## src/rtl/seq_div_4bit.sv

```systemverilog
// Sequential unsigned restoring divider: one shift-subtract step per clock behind a start/done handshake.
// state  | meaning
// IDLE   | waiting for start; operands latched on acceptance
// RUN    | WIDTH shift-subtract iterations
// DONE   | one-cycle done pulse with q/r/dbz valid
module seq_div_4bit #(
    parameter int WIDTH = 4
) (
    input  logic             i_clk,
    input  logic             i_rst,
    input  logic             i_start,
    input  logic [WIDTH-1:0] i_a,
    input  logic [WIDTH-1:0] i_b,
    output logic [WIDTH-1:0] o_q,
    output logic [WIDTH-1:0] o_r,
    output logic             o_busy,
    output logic             o_done,
    output logic             o_dbz
);

    localparam int CW = $clog2(WIDTH + 1);

    typedef enum logic [1:0] {
        S_IDLE = 2'd0,
        S_RUN  = 2'd1,
        S_DONE = 2'd2
    } state_t;

    state_t           r_state;
    logic [WIDTH-1:0] r_a;
    logic [WIDTH-1:0] r_d;
    logic [WIDTH:0]   r_p;
    logic [CW-1:0]    r_cnt;
    logic [WIDTH-1:0] r_q;
    logic [WIDTH-1:0] r_r;
    logic             r_busy;
    logic             r_done;
    logic             r_dbz;

    logic [WIDTH:0]   w_shift;
    logic [WIDTH:0]   w_trial;
    logic [WIDTH:0]   w_p_next;
    logic [WIDTH-1:0] w_a_next;

    // Trial subtract as add of inverted divisor with carry-in 1; bit WIDTH set means borrow.
    assign w_shift  = {r_p[WIDTH-1:0], r_a[WIDTH-1]};
    assign w_trial  = w_shift + ~{1'b0, r_d} + {{WIDTH{1'b0}}, 1'b1};
    assign w_p_next = w_trial[WIDTH] ? w_shift : w_trial;
    assign w_a_next = {r_a[WIDTH-2:0], ~w_trial[WIDTH]};

    always_ff @(posedge i_clk) begin
        if (i_rst) begin
            r_state <= S_IDLE;
            r_a     <= '0;
            r_d     <= '0;
            r_p     <= '0;
            r_cnt   <= '0;
            r_q     <= '0;
            r_r     <= '0;
            r_busy  <= 1'b0;
            r_done  <= 1'b0;
            r_dbz   <= 1'b0;
        end else begin
            r_done <= 1'b0;
            case (r_state)
                S_IDLE: begin
                    if (i_start) begin
                        r_busy <= 1'b1;
                        if (i_b != '0) begin
                            r_a     <= i_a;
                            r_d     <= i_b;
                            r_p     <= '0;
                            r_cnt   <= CW'(WIDTH);
                            r_state <= S_RUN;
                        end else begin
                            r_q     <= '1;
                            r_r     <= i_a;
                            r_dbz   <= 1'b1;
                            r_done  <= 1'b1;
                            r_state <= S_DONE;
                        end
                    end
                end
                S_RUN: begin
                    r_p   <= w_p_next;
                    r_a   <= w_a_next;
                    r_cnt <= r_cnt - CW'(1);
                    if (r_cnt == CW'(1)) begin
                        r_q     <= w_a_next;
                        r_r     <= w_p_next[WIDTH-1:0];
                        r_dbz   <= 1'b0;
                        r_done  <= 1'b1;
                        r_state <= S_DONE;
                    end
                end
                S_DONE: begin
                    r_busy  <= 1'b0;
                    r_state <= S_IDLE;
                end
                default: begin
                    r_busy  <= 1'b0;
                    r_state <= S_IDLE;
                end
            endcase
        end
    end

    assign o_q    = r_q;
    assign o_r    = r_r;
    assign o_busy = r_busy;
    assign o_done = r_done;
    assign o_dbz  = r_dbz;

endmodule

```

## config.mk

```make
export PLATFORM = sky130hd
export DESIGN_NAME = seq_div_4bit
export DESIGN_NICKNAME = d
export VERILOG_FILES = /design/src/rtl/seq_div_4bit.sv
export SDC_FILE = /design/constraint.sdc
export NUM_CORES = 1
export LEC_CHECK = 0
export CAP_MARGIN = 15
export CORE_AREA = 3 3 60 62
export DETAILED_ROUTE_END_ITERATION = 6
export DIE_AREA = 0 0 63 65
export DONT_BUFFER_PORTS = 1
export SYNTH_ARGS = -nofsm -noshare
export SYNTH_HDL_FRONTEND = slang
export SYNTH_SLANG_ARGS = --single-unit
```

## constraint.sdc

```tcl
create_clock -name i_clk -period 2.85 [get_ports i_clk]
set_input_delay 0.4275 -clock i_clk [delete_from_list [all_inputs] [get_ports i_clk]]
set_output_delay 0.4275 -clock i_clk [all_outputs]
set_load 0.02 [all_outputs]
```

* Yosys cells after proc, flatten, opt, wreduce, memory -nomap -nowiden
Cells that the tools add are included.
** Storage, ports and cells
- Bits in registers :: 28
- Logic and storage cells :: 62
** Operators by class
- Add/subtract/negate cells :: 3
- Equality and inequality tests :: 6
- Muxes and demuxes :: 32
- Bitwise logic cells :: 3
- Reduce and logical (&&, ||, !) cells :: 8
** Operators by type and width (number)
- $mux W4 :: 11
- $pmux W4 S2 :: 4
- $ne A2 B2 Y1 const B :: 4
- $mux W1 :: 7
- $mux W2 :: 3
- $mux W3 :: 2
- $pmux W1 S2 :: 3
- $pmux W3 S2 :: 1
- $reduce_and A3 Y1 :: 2
- $add A5 B1 Y5 const B :: 1
- $add A5 B5 Y5 :: 1
- $not A4 Y5 :: 1
- $pmux W2 S2 :: 1
- $reduce_and A2 Y1 :: 2
- $reduce_and A4 Y1 :: 1
- $reduce_bool A4 Y1 :: 1
- $eq A3 B1 Y1 const B :: 1
- $sub A3 B1 Y3 const B :: 1
- $eq A2 B1 Y1 const B :: 1
- $logic_not A2 Y1 :: 1
- $not A1 Y1 :: 2
- $reduce_bool A2 Y1 :: 1

* Depth between registers and ports, before layout
- Depth after elaboration :: 6
- Depth in mapped cells :: 8

* Least setup slack after synthesis
No wires, ideal clock.
- Kind :: flip-flop to flip-flop
- From :: register r_a[3]
- To :: register r_r[2] (netlist: o_r[2])
- Setup time :: 0.091 ns
- Arrival time :: 2.207 ns
- Setup slack :: 0.552 ns
- Stages on the path, launching flop included :: 9
- Path buffers :: 0
- Clock period less this slack :: 2.298 ns
- Path through :: dfxtp_1 > inv_1 > ha_1 > fa_1 > nand2b_1 > a21oi_1 > xor2_1 > mux2_2 > a311oi_1
** Between the ends
- Cells in the longest elaborated chain, start to end :: 5
** Ends and longest elaborated chain
- from (decl) :: RTL line 30 : logic [WIDTH-1:0] r_a;
- from (signal assigned) :: RTL line 70 : r_a <= i_a;
- from (signal assigned) :: RTL line 86 : r_a <= w_a_next;
- $add A5 B5 Y5 :: RTL line 47 : assign w_trial = w_shift + ~{1'b0, r_d} + {{WIDTH{1'b0}}, 1'b1};
- $add A5 B1 Y5 :: RTL line 47
- $mux W4 :: RTL line 48 : assign w_p_next = w_trial[WIDTH] ? w_shift : w_trial;
- $mux W4 :: RTL line 88 : if (r_cnt == CW'(1)) begin
- $pmux W4 S2 :: RTL line 65 : case (r_state)
- to (signal assigned) :: RTL line 77 : r_r <= i_a;
- to (signal assigned) :: RTL line 90 : r_r <= w_p_next[WIDTH-1:0];
- to (decl) :: RTL line 35 : logic [WIDTH-1:0] r_r;
No other way between the ends. The select of a mux whose other input is x is not followed.
A chain may end at the register's enable or synchronous reset.

* Worst setup path after layout
- From :: register r_a[3]
- To :: register r_r[1] (netlist: o_r[1])
Same word-level chain as after synthesis.

==> run summary <==
CP arrival - 2.46 ns
Clk slew on worst S/H paths - 0.15 ns
Gates resized, CTS repair - 0
Vias/cell - 5.249
Leak - 0.0005352 uW
Via Count - 1034
Clk_skew - 0.002062 ns
Buf/Inv on CP - 2
Max Fclk - 444.4 MHz
Worst-path cell chain - inv_1, ha_1, fa_1, nand2b_1, a21oi_1, xor2_1, buf_4, mux2i_1, a311oi_1
Layout cells sized above 1 - 8.497%
Crit-path leading delay family - adder cells
Mapped Cells - 154
Largest fanout on the critical path - 6
Crit share post-route - 78.95%
Vias in the first global route - 1072
Setup-failing EPs final - 0
Initial Util - 43.05%
CTS tree - yes
Clk root buf - clkbuf_4
Antenna violations before repair - 0
Clk Latency, worst-skew pair - 0.33 ns
Avg Cell Area, Syn - 8.604 um^2
#FFs+latches synth - 28
Cell row count - 20
Die area - 4095 um^2
DR iter-0 viols - 40
Wire per inst - 14.09 um
Pwr/cell area - 625.0 nW/um^2
Crit-path max cell delay - 0.39 ns
Least-Margin Pin Slew - 0.6904 ns
Number of distinct library cells after synthesis - 35
Routability congestion estimate - 0.8097
Remaining global-route overflow - 0
Crit-path slowest cell - fa_1
Clock H-tree levels - 1
Placed Instances - 193
Max-Cap Viols - 0
Post-layout nets - 172
VDD IR max - 0.1946 mV
Most frequent cells in the layout - 30 x nor2_1, 28 x dfxtp_1, 19 x nand2_1
Hold_buf cts - 0
Fillers - 319
Tmin final - 2.250 ns
Antenna cells - 0
Die X - 63 um
Post-DRT Antenna Nets - 0
Die height - 65 um
Post CTS Setup Buffer Count - 0
Warnings, synthesis - 0
Hpwl dp - 2.019 mm
Pre-CTS setup slack - 0.6361 ns
Area growth syn-to-layout - 6.327%
First-pass DRT Iterations - 4
I/O Buffers - 0
Endpoints failing hold - 0
WP data required - 3.06 ns
Core area - 3078 um^2
GRT Overall Usage - 14.80%
Startpoint types - register
Crit end category - register
Post-synth top flop - dfxtp_1
Post-route DRC - 0
Status - finished, final reports clean
Synthesized net count - 172
Worst hold-check path type - input pin to register
Max_slew headroom - 53.98%
Crit Path Class - register to register
Setup TNS Final - 0 ns
Ys async rst share - 0%
CTS buffer count - 3
Non-Filler Instances - 197
Most common cell after layout, fill and taps aside - nor2_1
Clock buffer depth - 2
Final setup margin - 0.5998 ns
Clock Sinks - 28
Final instance area - 1409 um^2
IO Pins - 22
Placed cell area - 1356 um^2
Post-synth EDFFs - 0
Largest net degree at the start of global routing - 29
Seq/Total Area, Yosys - 42.30%
RSZ-0062 raised after global routing - no
Synthesized cell area - 1325 um^2
First-pass GRT wire length - 4.871 mm
Routed Wire Length - 2.775 mm
Slew Limit Fails - 0
[power breakdown]
part | internal [uW] | total (uW) | switching [uW]
sequential | 423 | 455 | 32.6
clock | 142 | 262 | 120
combinational | 67.7 | 163 | 95.2
total | 633 | 881 | 248
[cells by family (layout without fill, tap and decap cells)]
logic type | count (synthesis) | count (layout) | synth area share [%]
buffers and inverters | 14 | 13 | 4.626
DFF | 28 | 28 | 42.30
AOI/OAI and AO/OA | 34 | 34 | 19.17
muxes | 3 | 3 | 2.361
and+or+nand+nor | 66 | 66 | 23.04
adders and majority gates | 7 | 7 | 7.176
xor gates and xnor gates | 2 | 2 | 1.322
[metal layers]
layer | vias up | part of all wire [%] | GRT usage (%)
li1 | 530 | - | -
met1 | 493 | 46 | 17.16
met3 | 2 | 2.8 | 2.600
met5 | - | 0 | 0
met4 | 0 | 0.54 | 4.959
met2 | 9 | 50 | 27.27
[cells in the mapped netlist, types with 2 or more instances]
library cell | number | area (um^2)
a31oi_1 | 2 | 12.51
nand2b_1 | 4 | 25.02
nor3_1 | 4 | 20.02
a211oi_1 | 3 | 22.52
mux2i_1 | 2 | 20.02
xor2_1 | 2 | 17.52
a211oi_2 | 2 | 25.02
a22oi_1 | 3 | 22.52
nor2_1 | 30 | 112.6
ha_1 | 6 | 75.07
a21oi_1 | 11 | 55.05
clkbuf_1 | 3 | 11.26
nor2_2 | 2 | 12.51
inv_1 | 8 | 30.03
nand2_1 | 19 | 71.32
a311oi_1 | 7 | 61.31
dfxtp_1 | 28 | 560.5
[path summary, 6_finish.rpt]
path                             start     end  slack [ns]  cells past startpoint
worst min register to register  r_d[2]  r_d[2]        0.47                      2
worst max-delay path            r_a[3]  o_r[1]        0.60                      9
worst max register to register  r_a[3]  o_r[1]        0.60                      9
worst min-delay path             i_rst  o_q[0]        0.14                      1
[metrics by stage]
| stage | util [%] | total power (uW) | hold WS [ns] |
|---|---|---|---|
| after floorplan | - | 591.8 | 0.4363 |
| after global placement | 44.07 | 620.0 | 0.4377 |
| after detailed placement | 44.07 | 625.6 | 0.4481 |
| after CTS | 45.77 | 888.7 | 0.1192 |
| after global routing | 45.77 | 933.2 | 0.1001 |
| final | 45.77 | 880.5 | 0.1442 |
[state kept, by name, summed over array words and instances (netlist names)]
signal / flops
r_state: 2
o_q: 4
r_d: 4
o_r: 4
o_busy: 1
r_cnt: 3
r_a: 4
o_done: 1
r_p: 4
o_dbz: 1
[cell type report]
type / instances / area (um^2) / share of cell area [%]
repair buffers: 1 / 7.507 / 0.5329
inverters: 8 / 30.03 / 2.131
clock inverters: 1 / 30.03 / 2.131
flip-flops and latches: 28 / 560.5 / 39.79
clock buffers: 3 / 22.52 / 1.599
multi-input cells: 112 / 703.2 / 49.91
well taps: 44 / 55.05 / 3.908
Note: power is estimated with default switching activity, not from simulation.
==> edit, RTL diff (same settings) <==
`WIDTH`: 4 -> 2.
--- a/src/rtl/seq_div_4bit.sv
+++ b/src/rtl/seq_div_4bit.sv
@@ -5,5 +5,5 @@
 // DONE   | one-cycle done pulse with q/r/dbz valid
 module seq_div_4bit #(
-    parameter int WIDTH = 4
+    parameter int WIDTH = 2
 ) (
     input  logic             i_clk,
Ports: changed (resized i_a, i_b, o_q and o_r); port bits go from 22 to 14. No check against the original RTL was run, so the function may have changed too.
==> edit against the original RTL <==
  * Via count decreased by 38%
  * Fmax rose by 21%
  * Routed wire length down 38%
  * Synthesized cell count shrank 44%
  * Power fell by 46%
  * Worst setup slack gained 380 ps
  * Clock power shrank 53%
  * First-iteration DRC count down 65%
  * Synthesized area down 39%
  * Sequential cell count is 11 lower
  * Final area fell by 38%
  * Die area unchanged
  * Critical path type unchanged
  * Largest cell class unchanged
  * Largest power group unchanged
  * Highest routed layer unchanged
==> edit: results (changes against the original RTL) <==
[worst_setup_path]
worstPathArrival_ps = 2030  ; -430 ps
crit_slowest_cell = xnor2_1
slowest_delay_ps = 390  ; about the same
rrSetupSlack_ps = 980  ; +380 ps
cp_max_fo = 4  ; -2
r2r_start = r_a[1]$_SDFFE_PP0P_
rr_endpoint = o_r[1]$_SDFFE_PP0P_
ff2ff_path_depth = 6  ; -3
path_delay_family = adder cells

[detailed_routing]
wl_per_cell_um = 13.2  ; -6.2%
drt_iter0_drc = 14  ; -65%
viasPerCell = 4.94  ; -5.9%
first_pass_iters = 4  ; unchanged

[finish]
antennaDiodeCount = 0  ; unchanged
drive_gt1_share_pct = 6.98  ; -1.5 points

[grt]
grt_pass1_wl_um = 3130  ; -36%
grt_max_degree = 19  ; -34%
gr-usage-all-layers_pct = 9.43  ; -5.4 points
grt_pass1_vias = 682  ; -36%
antenna_found_initial = 0  ; unchanged

[worst_hold_path]
worstHoldEndpoint = r_p[0]$_SDFFE_PP0P_
hp-start = i_rst
hold_path_class = primary input to register
min_path_cells = 1  ; unchanged

[synthesis]
syn_nets = 97  ; -44%
synth_warnings = 0  ; unchanged
ys_seq_area_share_pct = 41.9  ; -0.39 points
async_flop_share_pct = 0  ; unchanged
synth_area_leaders = dfxtp_1 42%, a21oi_1 4.9%, a221oi_1 4.3%
synth_commonest_cells = 17 x dfxtp_1, 9 x inv_1, 8 x a21oi_1
yosysUniqueCellTypes = 29  ; -17%

[sta]
fin_skew_ps = 2.83  ; +0.772 ps
hold_ws_ps = 200  ; +55.5 ps
relSlewSlack_pct = 62.6  ; +8.6 points

[place]
gp_congestion = 0.813  ; +0.44%
hpwl_um = 1300  ; -36%
io_buffers = 0  ; unchanged
place_area_um2 = 848  ; -37%

[clocking]
clockRootBuffer = clkbuf_4
clockBufferDepth = 2  ; unchanged
cts_setup_buffers = 0  ; unchanged
clk_latency_ps = 280  ; -50 ps
ctsResizeCount = 0  ; unchanged
clk_pin_slew_worst_paths_ps = 90  ; -60 ps
h-tree-depth = 1  ; unchanged
cts_buffers = 3  ; unchanged

[pwr]
power.leakage_nw = 0.309  ; -42%
ir_drop_mv = 0.236  ; +21%

[run_status]
outcome = finished clean

==> edit: area by class of cell <==
cell class,instances,area [µm²]
Clock buffer,4,26.3
Fill cell,330,2200
Inverter,9,33.8
Multi-Input combinational cell,56,419
Sequential cell,17,340
Tap cell,44,55.1
==> edit: report_power, final <==
part | switching, mW | total [mW] | internal (mW) | leakage (nW)
sequential | 0.0266 | 0.283 | 0.256 | 0.139
combinational | 0.0363 | 0.0703 | 0.0340 | 0.154
clock | 0.0694 | 0.124 | 0.0543 | 0.0150
==> edit: worst max path at each step <==
stage,cells past startpoint,slack [ps],from,endpoint
global route,6,770,r_a[1]$_SDFFE_PP0P_,o_r[1]$_SDFFE_PP0P_
detailed placement,6,960,r_a[1]$_SDFFE_PP0P_,o_r[1]$_SDFFE_PP0P_
floorplan,6,1140,r_a[1]$_SDFFE_PP0P_,o_r[0]$_SDFFE_PP0P_
CTS,6,950,r_a[1]$_SDFFE_PP0P_,o_r[1]$_SDFFE_PP0P_
finish,6,980,r_a[1]$_SDFFE_PP0P_,o_r[1]$_SDFFE_PP0P_
global placement,6,1030,r_a[1]$_SDFFE_PP0P_,o_r[1]$_SDFFE_PP0P_
==> edit: through the flow <==
stage	instances	setup WS [ps]
finish	130	984
global route	130	766
CTS	130	948
detailed placement	126	957
global placement	126	1030
floorplan	87	1140
==> edit: layer usage <==
layer	global-route usage, %	part of all wire [%]	vias up
met1	12.0	43	311
met3	1.91	4.7	4
met5	0	0	-
li1	-	-	319
met2	15.5	51	8
met4	3.86	0.93	0
==> edit: cells by family (layout without fill, tap and decap cells) <==
| group | count (synthesis) | after routing | share of synthesized area [%] |
|---|---|---|---|
| flip-flops | 17 | 17 | 41.9 |
| AO/OA/AOI/OAI | 26 | 26 | 22.8 |
| XOR/XNOR | 1 | 1 | 1.08 |
| AND/OR/NAND/NOR | 24 | 24 | 19.7 |
| adder cells (fa/ha/maj) | 3 | 3 | 5.55 |
| buffers and inverters | 14 | 13 | 6.47 |
| multiplexers | 2 | 2 | 2.47 |
